$ cat src/rtl/bch_error_locator_if.sv
// ---------------------------------------------------------------------------
// bch_error_locator_if
//   Handshake bundle between the syndrome stage, the BCH(15,7) t=2 error
//   locator and the correction stage.
//
//   Syndrome channel (producer -> locator):
//     in_valid           syndrome set valid
//     in_ready           locator can accept a syndrome set
//     in_s1..in_s4       syndromes S1..S4, GF(16) polynomial basis, bit0 = a^0
//   Result channel (locator -> consumer):
//     out_valid          result valid
//     out_ready          consumer accepts result
//     out_err_mask       bit i set = received bit i is in error
//     out_err_count      number of Chien roots found (0..2)
//     out_uncorrectable  decoding failure flag
//
//   Modports: slave = the locator, master = the environment driving it.
// ---------------------------------------------------------------------------
interface bch_error_locator_if;
  logic        in_valid;
  logic        in_ready;
  logic [3:0]  in_s1;
  logic [3:0]  in_s2;
  logic [3:0]  in_s3;
  logic [3:0]  in_s4;
  logic        out_valid;
  logic        out_ready;
  logic [14:0] out_err_mask;
  logic [1:0]  out_err_count;
  logic        out_uncorrectable;

  modport slave (
    input  in_valid, in_s1, in_s2, in_s3, in_s4, out_ready,
    output in_ready, out_valid, out_err_mask, out_err_count, out_uncorrectable
  );

  modport master (
    output in_valid, in_s1, in_s2, in_s3, in_s4, out_ready,
    input  in_ready, out_valid, out_err_mask, out_err_count, out_uncorrectable
  );
endinterface

$ cat src/rtl/bch_error_locator.sv
// ---------------------------------------------------------------------------
// bch_error_locator
//   Error-locator stage of a BCH(15,7), t = 2 decoder over GF(2^4)
//   (primitive polynomial x^4 + x + 1). Takes the syndromes S1..S4, runs four
//   Berlekamp-Massey iterations (one per cycle) to build
//   sigma(x) = 1 + s1*x + s2*x^2, then a serial Chien search over the 15 bit
//   positions (one per cycle) and presents a 15-bit error mask.
//
//   Latency is fixed: accept on edge 0, BM on edges 1-4, Chien evaluation on
//   edges 5-19, results registered and out_valid raised on edge 20.
//
//   Ports:
//     clk   rising-edge clock
//     rst   asynchronous active-low reset
//     bus   bch_error_locator_if.slave (syndrome in / result out handshakes)
//
//   Build option:
//     BCH_ROOT_CHECK_EN  when defined, a root count that disagrees with the
//                        locator degree L also flags the word uncorrectable
//                        and forces mask/count to zero. When undefined, only
//                        L > 2 flags failure and the Chien result is reported
//                        as found.
// ---------------------------------------------------------------------------
module bch_error_locator (
  input  logic                    clk,
  input  logic                    rst,
  bch_error_locator_if.slave      bus
);

  typedef enum logic [1:0] {
    IDLE  = 2'd0,
    BM    = 2'd1,
    CHIEN = 2'd2,
    DONE  = 2'd3
  } state_t;

  // a^-1 and a^-2: Chien step multipliers (a^14 and a^13)
  localparam logic [3:0] ALPHA_INV1 = 4'h9;
  localparam logic [3:0] ALPHA_INV2 = 4'hD;

  // -------------------------------------------------------------------------
  // GF(16) arithmetic
  // -------------------------------------------------------------------------
  function automatic logic [3:0] gf_mul(input logic [3:0] a, input logic [3:0] b);
    logic [3:0] prod;
    logic [3:0] acc;
    prod = 4'h0;
    acc  = a;
    for (int i = 0; i < 4; i++) begin
      if (b[i]) prod = prod ^ acc;
      // acc * a: shift up and fold x^4 back as x + 1
      acc = {acc[2:0], 1'b0} ^ (acc[3] ? 4'b0011 : 4'b0000);
    end
    return prod;
  endfunction

  // inv(a^k) = a^(15-k); zero maps to zero (only used when d != 0)
  function automatic logic [3:0] gf_inv(input logic [3:0] a);
    logic [3:0] r;
    case (a)
      4'h1:    r = 4'h1;
      4'h2:    r = 4'h9;
      4'h3:    r = 4'hE;
      4'h4:    r = 4'hD;
      4'h5:    r = 4'hB;
      4'h6:    r = 4'h7;
      4'h7:    r = 4'h6;
      4'h8:    r = 4'hF;
      4'h9:    r = 4'h2;
      4'hA:    r = 4'hC;
      4'hB:    r = 4'h5;
      4'hC:    r = 4'hA;
      4'hD:    r = 4'h4;
      4'hE:    r = 4'h3;
      4'hF:    r = 4'h8;
      default: r = 4'h0;
    endcase
    return r;
  endfunction

  // -------------------------------------------------------------------------
  // State
  // -------------------------------------------------------------------------
  state_t           state_q, state_d;

  logic [3:0][3:0]  syn_q;      // syn_q[j] holds S(j+1)
  logic [3:0]       sig1_q, sig2_q;
  logic [3:0][3:0]  b_q;        // correction term B(x), b_q[j] = coeff of x^j
  logic [1:0]       len_q;      // locator length L
  logic             fail_q;     // L exceeded 2 at some iteration
  logic [1:0]       k_q;        // BM iteration

  logic [3:0]       r1_q, r2_q; // s1*a^-i, s2*a^-2i
  logic [3:0]       idx_q;      // Chien position; 15 = search finished
  logic [14:0]      mask_q;
  logic [1:0]       cnt_q;      // saturates at 3

  logic [14:0]      res_mask_q;
  logic [1:0]       res_cnt_q;
  logic             res_unc_q;

  // -------------------------------------------------------------------------
  // Berlekamp-Massey iteration (combinational part)
  // -------------------------------------------------------------------------
  logic [3:0]       syn_k1, syn_k0, syn_km1;
  logic [3:0]       disc, disc_inv;
  logic [3:0]       sig1_n, sig2_n;
  logic [3:0][3:0]  b_n;
  logic [1:0]       len_n;
  logic             fail_n;
  logic [2:0]       len_new;

  // NOTE: every always_comb output gets a default before any branch, so no
  // path leaves a value unassigned and no latch is inferred.
  always_comb begin
    syn_k1  = syn_q[k_q];
    syn_k0  = (k_q >= 2'd1) ? syn_q[k_q - 2'd1] : 4'h0;
    syn_km1 = (k_q >= 2'd2) ? syn_q[k_q - 2'd2] : 4'h0;

    // discrepancy d = S(k+1) + sum_{i=1..L} sigma_i * S(k+1-i)
    disc = syn_k1;
    if (len_q >= 2'd1) disc = disc ^ gf_mul(sig1_q, syn_k0);
    if (len_q >= 2'd2) disc = disc ^ gf_mul(sig2_q, syn_km1);
    disc_inv = gf_inv(disc);

    sig1_n  = sig1_q;
    sig2_n  = sig2_q;
    b_n     = {b_q[2:0], 4'h0};           // default B <- x*B
    len_n   = len_q;
    fail_n  = fail_q;
    len_new = {1'b0, k_q} + 3'd1 - {1'b0, len_q};

    if (disc != 4'h0) begin
      // T = sigma + d*x*B; the x^3 term is dropped (t = 2)
      sig1_n = sig1_q ^ gf_mul(disc, b_q[0]);
      sig2_n = sig2_q ^ gf_mul(disc, b_q[1]);
      if ({len_q, 1'b0} <= {1'b0, k_q}) begin
        len_n = len_new[1:0];
        if (len_new > 3'd2) fail_n = 1'b1;
        b_n = {4'h0, gf_mul(disc_inv, sig2_q), gf_mul(disc_inv, sig1_q), disc_inv};
      end
    end
  end

  // -------------------------------------------------------------------------
  // Chien evaluation and result selection
  // -------------------------------------------------------------------------
  logic        root;
  logic        unc_c;
  logic [14:0] mask_c;
  logic [1:0]  cnt_c;

  assign root = ((4'h1 ^ r1_q ^ r2_q) == 4'h0);

`ifdef BCH_ROOT_CHECK_EN
  assign unc_c  = fail_q | (cnt_q != len_q);
  assign mask_c = unc_c ? 15'h0 : mask_q;
  assign cnt_c  = unc_c ? 2'd0  : cnt_q;
`else
  assign unc_c  = fail_q;
  assign mask_c = mask_q;
  assign cnt_c  = cnt_q;
`endif

  // -------------------------------------------------------------------------
  // FSM
  // -------------------------------------------------------------------------
  // NOTE: sequential state uses non-blocking assignments so every register
  // samples the pre-edge values regardless of statement order.
  always_ff @(posedge clk or negedge rst) begin
    if (!rst) state_q <= IDLE;
    else      state_q <= state_d;
  end

  always_comb begin
    state_d       = state_q;
    bus.in_ready  = 1'b0;
    bus.out_valid = 1'b0;
    unique case (state_q)
      IDLE: begin
        bus.in_ready = 1'b1;
        if (bus.in_valid) state_d = BM;
      end
      BM:    if (k_q == 2'd3) state_d = CHIEN;
      CHIEN: if (idx_q == 4'd15) state_d = DONE;
      DONE: begin
        bus.out_valid = 1'b1;
        if (bus.out_ready) state_d = IDLE;
      end
      default: state_d = IDLE;
    endcase
  end

  // -------------------------------------------------------------------------
  // Datapath
  // -------------------------------------------------------------------------
  // NOTE: the syndrome and working registers are reset along with the control
  // state so a reset in the middle of a decode leaves nothing half-computed.
  always_ff @(posedge clk or negedge rst) begin
    if (!rst) begin
      syn_q      <= '0;
      sig1_q     <= 4'h0;
      sig2_q     <= 4'h0;
      b_q        <= '0;
      len_q      <= 2'd0;
      fail_q     <= 1'b0;
      k_q        <= 2'd0;
      r1_q       <= 4'h0;
      r2_q       <= 4'h0;
      idx_q      <= 4'd0;
      mask_q     <= 15'h0;
      cnt_q      <= 2'd0;
      res_mask_q <= 15'h0;
      res_cnt_q  <= 2'd0;
      res_unc_q  <= 1'b0;
    end else begin
      unique case (state_q)
        IDLE: begin
          if (bus.in_valid) begin
            syn_q  <= {bus.in_s4, bus.in_s3, bus.in_s2, bus.in_s1};
            sig1_q <= 4'h0;
            sig2_q <= 4'h0;
            b_q    <= {4'h0, 4'h0, 4'h0, 4'h1};
            len_q  <= 2'd0;
            fail_q <= 1'b0;
            k_q    <= 2'd0;
          end
        end
        BM: begin
          sig1_q <= sig1_n;
          sig2_q <= sig2_n;
          b_q    <= b_n;
          len_q  <= len_n;
          fail_q <= fail_n;
          k_q    <= k_q + 2'd1;
          if (k_q == 2'd3) begin
            // seed the Chien registers with the final locator directly
            r1_q   <= sig1_n;
            r2_q   <= sig2_n;
            idx_q  <= 4'd0;
            mask_q <= 15'h0;
            cnt_q  <= 2'd0;
          end
        end
        CHIEN: begin
          if (idx_q != 4'd15) begin
            if (root) begin
              mask_q <= mask_q | (15'd1 << idx_q);
              if (cnt_q != 2'd3) cnt_q <= cnt_q + 2'd1;
            end
            r1_q  <= gf_mul(r1_q, ALPHA_INV1);
            r2_q  <= gf_mul(r2_q, ALPHA_INV2);
            idx_q <= idx_q + 4'd1;
          end else begin
            // results change only here, on entry to DONE
            res_mask_q <= mask_c;
            res_cnt_q  <= cnt_c;
            res_unc_q  <= unc_c;
          end
        end
        default: ;
      endcase
    end
  end

  assign bus.out_err_mask      = res_mask_q;
  assign bus.out_err_count     = res_cnt_q;
  assign bus.out_uncorrectable = res_unc_q;

endmodule
$ cat src/flat_wrapper.sv
// flat-port wrapper written by rule: the top's interface ports become plain ports
module bch_error_locator_flat 
  (clk, rst, bus_in_valid, bus_in_s1, bus_in_s2, bus_in_s3, bus_in_s4, bus_out_ready, bus_in_ready, bus_out_valid, bus_out_err_mask, bus_out_err_count, bus_out_uncorrectable);
  bch_error_locator_if bus_i ();
  input  logic clk;
  input  logic rst;
  input wire logic [$bits(bus_i.in_valid)-1:0] bus_in_valid;
  input wire logic [$bits(bus_i.in_s1)-1:0] bus_in_s1;
  input wire logic [$bits(bus_i.in_s2)-1:0] bus_in_s2;
  input wire logic [$bits(bus_i.in_s3)-1:0] bus_in_s3;
  input wire logic [$bits(bus_i.in_s4)-1:0] bus_in_s4;
  input wire logic [$bits(bus_i.out_ready)-1:0] bus_out_ready;
  output wire logic [$bits(bus_i.in_ready)-1:0] bus_in_ready;
  output wire logic [$bits(bus_i.out_valid)-1:0] bus_out_valid;
  output wire logic [$bits(bus_i.out_err_mask)-1:0] bus_out_err_mask;
  output wire logic [$bits(bus_i.out_err_count)-1:0] bus_out_err_count;
  output wire logic [$bits(bus_i.out_uncorrectable)-1:0] bus_out_uncorrectable;
  assign bus_i.in_valid = bus_in_valid;
  assign bus_i.in_s1 = bus_in_s1;
  assign bus_i.in_s2 = bus_in_s2;
  assign bus_i.in_s3 = bus_in_s3;
  assign bus_i.in_s4 = bus_in_s4;
  assign bus_i.out_ready = bus_out_ready;
  assign bus_in_ready = bus_i.in_ready;
  assign bus_out_valid = bus_i.out_valid;
  assign bus_out_err_mask = bus_i.out_err_mask;
  assign bus_out_err_count = bus_i.out_err_count;
  assign bus_out_uncorrectable = bus_i.out_uncorrectable;
  bch_error_locator u_core (.clk(clk), .rst(rst), .bus(bus_i));
endmodule
$ cat config.mk
export PLATFORM = sky130hd
export DESIGN_NAME = bch_error_locator_flat
export DESIGN_NICKNAME = d
export VERILOG_FILES = /design/src/rtl/bch_error_locator_if.sv /design/src/rtl/bch_error_locator.sv /design/src/flat_wrapper.sv
export SDC_FILE = /design/constraint.sdc
export NUM_CORES = 1
export LEC_CHECK = 0
export ABC_CLOCK_PERIOD_IN_PS = 6200
export BUFFER_PORTS_ARGS = -buffer_cell sky130_fd_sc_hd__buf_2
export CAP_MARGIN = 20
export CORE_MARGIN = 3
export CORE_UTILIZATION = 55
export CTS_CLUSTER_DIAMETER = 30
export DETAILED_ROUTE_END_ITERATION = 6
export PLACE_DENSITY = 0.82
export SYNTH_ARGS = -nofsm -noshare
export SYNTH_HDL_FRONTEND = slang
export SYNTH_SLANG_ARGS = --single-unit
$ cat constraint.sdc
create_clock -name clk -period 6.2 [get_ports clk]
set_input_delay 1.24 -clock clk [delete_from_list [all_inputs] [get_ports clk]]
set_output_delay 1.24 -clock clk [all_outputs]
set_load 0.005 [all_outputs]
==> reports/metrics.yaml, run 1 <==
outcome:
  status: "finished clean"
worst_hold_path:
  hold_depth: 2
  hold_path.class: "reg2reg"
  worstHoldStart: "u_core.mask_c[11]"
  min_to: "u_core.mask_c[11]"
yosys:
  ys_ff_latch: 86
  synth.area.top_cells: "dfrtp_1, mux2_2, nand2_1"
  synth_top_area_share_pct: 34.9
  syn-num-nets: 706
  yosysMostFrequentCell: "nand2_1"
  synthFlopType: "dfrtp_1"
  avgSynthCellArea_um2: 9.31
  ys_top_cells_by_count: "nand2_1, dfrtp_1, mux2_2, nor2_1"
  synth_top_cell_by_area: "dfrtp_1"
  synthArstFlopShare_pct: 100
  synth_edf_count: 0
  synthCells: 662
  synth.distinct_cells: 75
  synth_area_um2: 6160
  seq_area_frac_synth_pct: 34.9
  synth-warning-count: 0
finish:
  final_layout_size_suffix_gt1_share_pct: 19.2
  diodes: 0
  nets: 730
  finish.utilization_pct: 60.9
  multiInputGateArea_um2: 3740
  syn_to_final_growth_pct: 7.55
  design_area_um2: 6630
  fill_cells: 919
  regArea_um2: 2150
routing:
  dr.pass1.iters: 5
  routed_wl_mm: 15.0
  wl_per_cell_um: 18.1
  vias_per_cell: 6.16
  first_iter_violations: 388
  ant_nets: 0
  drcViolationCount: 0
  num_vias: 5116
placement:
  placed_area_um2: 6400
  gp_congestion: 0.926
  place_ws_ns: 0.905
  port_buffers: 39
  dp_hpwl_mm: 11.1
clock_tree:
  numCtsBuffers: 9
  cts_root_buf: "clkbuf_8"
  clock_latency_ns: 0.39
  cts.path.max_buffers: 2
  cts_tree: "done"
  numClockSinks: 86
  cts_hold_buf: 0
  clk_pin_slew_ns: 0.10
  cts_setup_buffers: 0
  h-tree-depth: 3
  post_cts_resized: 0
sta:
  setup_viol: 0
  maxSlewViolCount: 0
  fmax_mhz: 185
  tns_ns: 0
  rsz0062_at_grt: "false"
  timing.final.ws_setup_ns: 0.801
  fin_crit_ns: 5.40
  period_share_pct: 87.1
  maxSlewHeadroom_pct: 29.8
  finClkSkew_ns: 0.00880
  hold_viol: 0
  worst_slew_pin_slew_ns: 1.05
grt:
  grt_pass1_vias: 5138
  overflow: 0
  antenna_found_initial: 0
  grt_pass1_wl_mm: 25.1
  grt_max_degree: 87
  track_usage_pct: 24.7
critical_path:
  arrival_ns: 5.67
  end_kind: "flop"
  crit_required_ns: 6.47
  r2r_slack_ns: 0.80
  r2r_cells: 20
  cp-start-kind: "flop"
  reg2reg_from: "u_core.k_q[1]"
  crit_type: "reg2reg"
  crit_fanout: 12
  rr_endpoint: "u_core.b_q[5]"
die:
  die_w_um: 112
  io_pins: 40
  fp.coreArea_um2: 10900
  die_area_um2: 12500
  row_count: 38
  initial_core_util_pct: 56.6
  die_y_um: 112
job:
  cap_violations: 0
[cells in the final DEF, fill, tap and decap left out, drive strengths merged, types with 3 or more instances in the layout]
| cell | count |
|---|---|
| and3 | 11 |
| xnor3 | 3 |
| buf | 45 |
| nand4 | 9 |
| a31oi | 4 |
| or4 | 6 |
| o22ai | 5 |
| dfrtp | 86 |
| nor3 | 12 |
| or2 | 3 |
| a221oi | 5 |
| inv | 28 |
| xor2 | 30 |
| xnor2 | 33 |
| nand2 | 97 |
| or3 | 3 |
| nor4 | 9 |
| clkinv | 3 |
| o21ai | 47 |
| nor2 | 39 |
| mux2i | 18 |
| clkbuf | 9 |
| ha | 24 |
| mux2 | 45 |
| o311ai | 3 |
| a2bb2oi | 3 |
| o211ai | 5 |
| a21oi | 36 |
| nand3 | 17 |
| nand2b | 9 |
| mux4 | 4 |
| nand3b | 5 |
[registers in the layout, summed over array words and instances, names as in the netlist]
| signal | cells |
|---|---|
| u_core.bus.out_uncorrectable | 1 |
| u_core.r2_q | 4 |
| u_core.idx_q | 4 |
| u_core.r1_q | 4 |
| u_core.len_q | 2 |
| u_core.bus.out_err_count | 2 |
| u_core.bus.out_err_mask | 15 |
| u_core.state_q | 2 |
| u_core.fail_q | 1 |
| u_core.mask_c | 15 |
| u_core.k_q | 2 |
| u_core.b_q | 8 |
| u_core.sig2_q | 4 |
| u_core.cnt_c | 2 |
| u_core.syn_q | 16 |
| u_core.sig1_q | 4 |
[how the worst max path moves through the flow]
stage | startpoint | end | slack (ns) | depth (start not counted)
2_1_floorplan | u_core.k_q[0] | u_core.b_q[5] | 1.31 | 23
6_report | u_core.k_q[1] | u_core.b_q[5] | 0.80 | 20
5_1_grt | u_core.k_q[1] | u_core.b_q[5] | 0.26 | 20
3_3_place_gp | u_core.k_q[1] | u_core.b_q[5] | 1.21 | 19
4_1_cts | u_core.k_q[1] | u_core.b_q[5] | 0.84 | 20
3_5_place_dp | u_core.k_q[1] | u_core.b_q[5] | 0.91 | 20
[kinds of logic (layout without fill, tap and decap cells)]
kind of cell / after synthesis / count (layout) / synth area share (%)
mux: 67 / 67 / 12.6
buf+inv: 58 / 87 / 4.39
simple gates: 225 / 225 / 17.7
flops: 86 / 86 / 34.9
xor+xnor: 66 / 66 / 10.7
fa+ha+maj: 24 / 24 / 4.87
compound gates: 136 / 136 / 14.8
[through the flow]
| step | hold WS, ns | cells |
|---|---|---|
| finish | 0.502 | 831 |
| global route | 0.524 | 831 |
| CTS | 0.506 | 829 |
| detailed placement | 0.482 | 813 |
| global placement | 0.459 | 813 |
| floorplan | 0.459 | 662 |
[worst max-delay path, cell delays in order, from the launching register on]
cell,delay (ns)
dfrtp_1,0.36
inv_1,0.11
ha_1,0.56
mux4_2,0.43
o211ai_1,0.20
o311ai_1,0.13
and3_1,0.21
nor3_4,0.34
nor3_1,0.09
a221o_1,0.36
nor2_2,0.19
clkinv_2,0.19
ha_1,0.25
nor2_1,0.11
mux2i_1,0.09
a221oi_2,0.77
xnor2_1,0.27
a21o_1,0.26
and3_1,0.18
mux2i_1,0.12
nand2_1,0.06
[layout make-up]
type                    instances  share of cell area (%)
clock inverters                 7                   0.944
repair buffers                 45                    4.08
flip-flops and latches         86                    32.5
multi-input cells             518                    56.4
well taps                     140                    2.64
clock buffers                   9                    1.87
inverters                      26                    1.57
[layer usage]
| metal | global-route usage (%) | vias to the layer above | share of wire, % |
|---|---|---|---|
| met5 | 0 | - | 0 |
| met3 | 4.51 | 34 | 5.4 |
| met2 | 42.3 | 184 | 50 |
| met1 | 31.3 | 2494 | 41 |
| li1 | - | 2404 | - |
| met4 | 9.33 | 0 | 2.8 |
Power of run 1 is not shown: default switching activity piles up to over one toggle a cycle in this logic, so the estimate is an artifact.
==> run 2, diff against run 1 <==
CORE_UTILIZATION = 40   (was 55)
PLACE_DENSITY = 0.66   (was 0.82)
==> run 2 against run 1 <==
  * Final area increased by 2.4%
  * Core utilization shrank 15 points
  * Via count shrank 0.66%
  * Die area grew 35%
  * Clock-buffer cell count did not move
  * Clock skew decreased by 0.0042 ns
  * Wire length up 1.6%
  * First-iteration DRC count is 6.7% lower
  * Maximum frequency hardly changed
  * Worst setup slack better by 0.0031 ns
  * Global-route usage down 5.8 points
  * Critical endpoint is now u_core.b_q[6]
  * Highest routed layer unchanged
==> reports/metrics.yaml, run 2 (synthesized netlist as in run 1, its figures left out) <==
finish:
  top_register: "u_core.syn_q"  # unchanged
  largest_register_ffs: 16  # unchanged
  syn_to_final_growth_pct: 10.1  # was 7.55%
  fill_cells: 1439  # was 919
  nets: 731  # was 730
  final_layout_size_suffix_gt1_share_pct: 19.4  # was 19.2%
  diodes: 0  # unchanged
  final_common_cell: "nand2_1"  # unchanged
  layout_common_cells: "nand2_1, dfrtp_1, mux2_2, nor2_1, buf_2"  # unchanged
placement:
  dp_hpwl_mm: 11.3  # was 11.1 mm
  gp_congestion: 0.966  # was 0.926
  port_buffers: 39  # unchanged
die:
  die_area_um2: 16900  # was 12500 µm²
  initial_core_util_pct: 41.6  # was 56.6%
  fp.coreArea_um2: 14800  # was 10900 µm²
  die_y_um: 130  # was 112 µm
  die_w_um: 130  # was 112 µm
  row_count: 44  # was 38
  io_pins: 40  # unchanged
sta:
  setup_viol: 0  # unchanged
  rsz0062_at_grt: "false"  # unchanged
  maxSlewHeadroom_pct: 31.2  # was 29.8%
  period_share_pct: 87.0  # was 87.1%
  maxSlewViolCount: 0  # unchanged
  fin_crit_ns: 5.40  # about the same
  fmax_mhz: 185  # about the same
  tns_ns: 0  # unchanged
  worst_slew_pin_slew_ns: 1.03  # was 1.05 ns
  hold_viol: 0  # unchanged
  finClkSkew_ns: 0.00464  # was 0.00880 ns
clock_tree:
  cts_tree: "done"  # unchanged
  h-tree-depth: 3  # unchanged
  numCtsBuffers: 9  # unchanged
  post_cts_resized: 0  # unchanged
  numClockSinks: 86  # unchanged
  cts_hold_buf: 0  # unchanged
  cts_setup_buffers: 0  # unchanged
  clk_pin_slew_ns: 0.07  # was 0.10 ns
  clock_latency_ns: 0.35  # was 0.39 ns
  cts_root_buf: "clkbuf_16"  # was clkbuf_8
  cts.path.max_buffers: 2  # unchanged
critical_path:
  reg2reg_from: "u_core.k_q[0]"  # was u_core.k_q[1]
  startpoint: "u_core.k_q[0]"  # was u_core.k_q[1]
  crit_fanout: 24  # was 12
  cp-start-kind: "flop"  # unchanged
  end_kind: "flop"  # unchanged
  r2r_cells: 21  # was 20
  crit_required_ns: 6.43  # was 6.47 ns
  arrival_ns: 5.63  # was 5.67 ns
  crit_type: "reg2reg"  # unchanged
grt:
  track_usage_pct: 19.0  # was 24.7%
  use_met3_pct: 3.68  # was 4.51%
  grt_pass1_vias: 5064  # was 5138
  overflow: 0  # unchanged
  top_usage_layer: "met2"  # unchanged
  grt_max_degree: 60  # was 87
  use_met1_pct: 24.1  # was 31.3%
  grt_pass1_wl_mm: 25.7  # was 25.1 mm
  antenna_found_initial: 0  # unchanged
  gr-usage-met2_pct: 32.5  # was 42.3%
routing:
  wl_per_cell_um: 17.4  # was 18.1 µm
  first_iter_violations: 362  # was 388
  drcViolationCount: 0  # unchanged
  dr.pass1.iters: 5  # unchanged
  vias_per_cell: 5.80  # was 6.16
  routed_wl_mm: 15.3  # was 15.0 mm
  ant_nets: 0  # unchanged
  num_vias: 5082  # was 5116
worst_hold_path:
  hold_path.class: "reg2reg"  # unchanged
  hold_depth: 2  # unchanged
  worstHoldStart: "u_core.bus.out_err_count[0]"  # was u_core.mask_c[11]
outcome:
  status: "finished clean"  # unchanged
job:
  cap_violations: 0  # unchanged
[run 2: changes by cell type in the layout (fill, tap and decap cells not counted)]
cell        before  now
buf_4            5    7
clkbuf_8         9    0
buf_16           1    0
clkinv_8         0    1
clkbuf_16        0    9
clkinvlp_4       2    1
inv_6            1    0
clkinv_4         0    2
clkinv_2         2    1
[run 2: path summary, 6_finish.rpt]
kind	slack [ns]	endpoint
setup / recovery	0.80	u_core.b_q[6]
hold / removal	0.49	u_core.bus.out_err_count[0]
setup reg to reg	0.80	u_core.b_q[6]
hold reg to reg	0.49	u_core.bus.out_err_count[0]
max in group asynchronous	4.30	u_core.syn_q[0]
min in group asynchronous	0.79	u_core.bus.out_err_mask[1]
[run 2: worst max-delay path, stage by stage (launching register included)]
cell	delay [ns]
dfrtp_1	0.33
buf_4	0.30
inv_1	0.16
ha_1	0.57
mux4_2	0.44
o211ai_1	0.19
o311ai_1	0.13
and3_1	0.21
nor3_4	0.35
nor3_1	0.11
a221o_1	0.36
nor2_2	0.19
clkinv_2	0.19
ha_1	0.28
inv_1	0.06
mux2i_1	0.07
mux2i_1	0.48
xnor2_1	0.24
nand2_1	0.12
xnor2_1	0.23
xor2_1	0.17
o21ai_1	0.09
[run 2: per-layer routing]
layer	share of wire (%)	vias up
met5	0	-
met4	2.1	0
met3	5.3	26
met2	49	166
met1	43	2481
li1	-	2409
[run 2: area by class of cell]
class                           count  area [µm²]  area share, %
Timing Repair Buffer               46         258           3.80
Sequential cell                    86        2150           31.7
Inverter                           26         104           1.53
Multi-Input combinational cell    518        3740           55.1
Tap cell                          184         230           3.39
Clock inverter                      7        75.1           1.11
Clock buffer                        9         225           3.32
[run 2: metrics by stage]
stage	utilization, %	instance area [µm²]	instances	hold slack, ns	setup WS (ns)
6_report	45.8	6780	876	0.494	0.804
2_1_floorplan	-	6160	662	0.459	1.31
3_5_place_dp	43.7	6470	859	0.483	0.851
5_1_grt	45.8	6780	876	0.518	0.392
3_3_place_gp	43.7	6470	859	0.465	1.07
4_1_cts	45.7	6770	875	0.502	0.844
Power of run 2 is left out for the same reason.
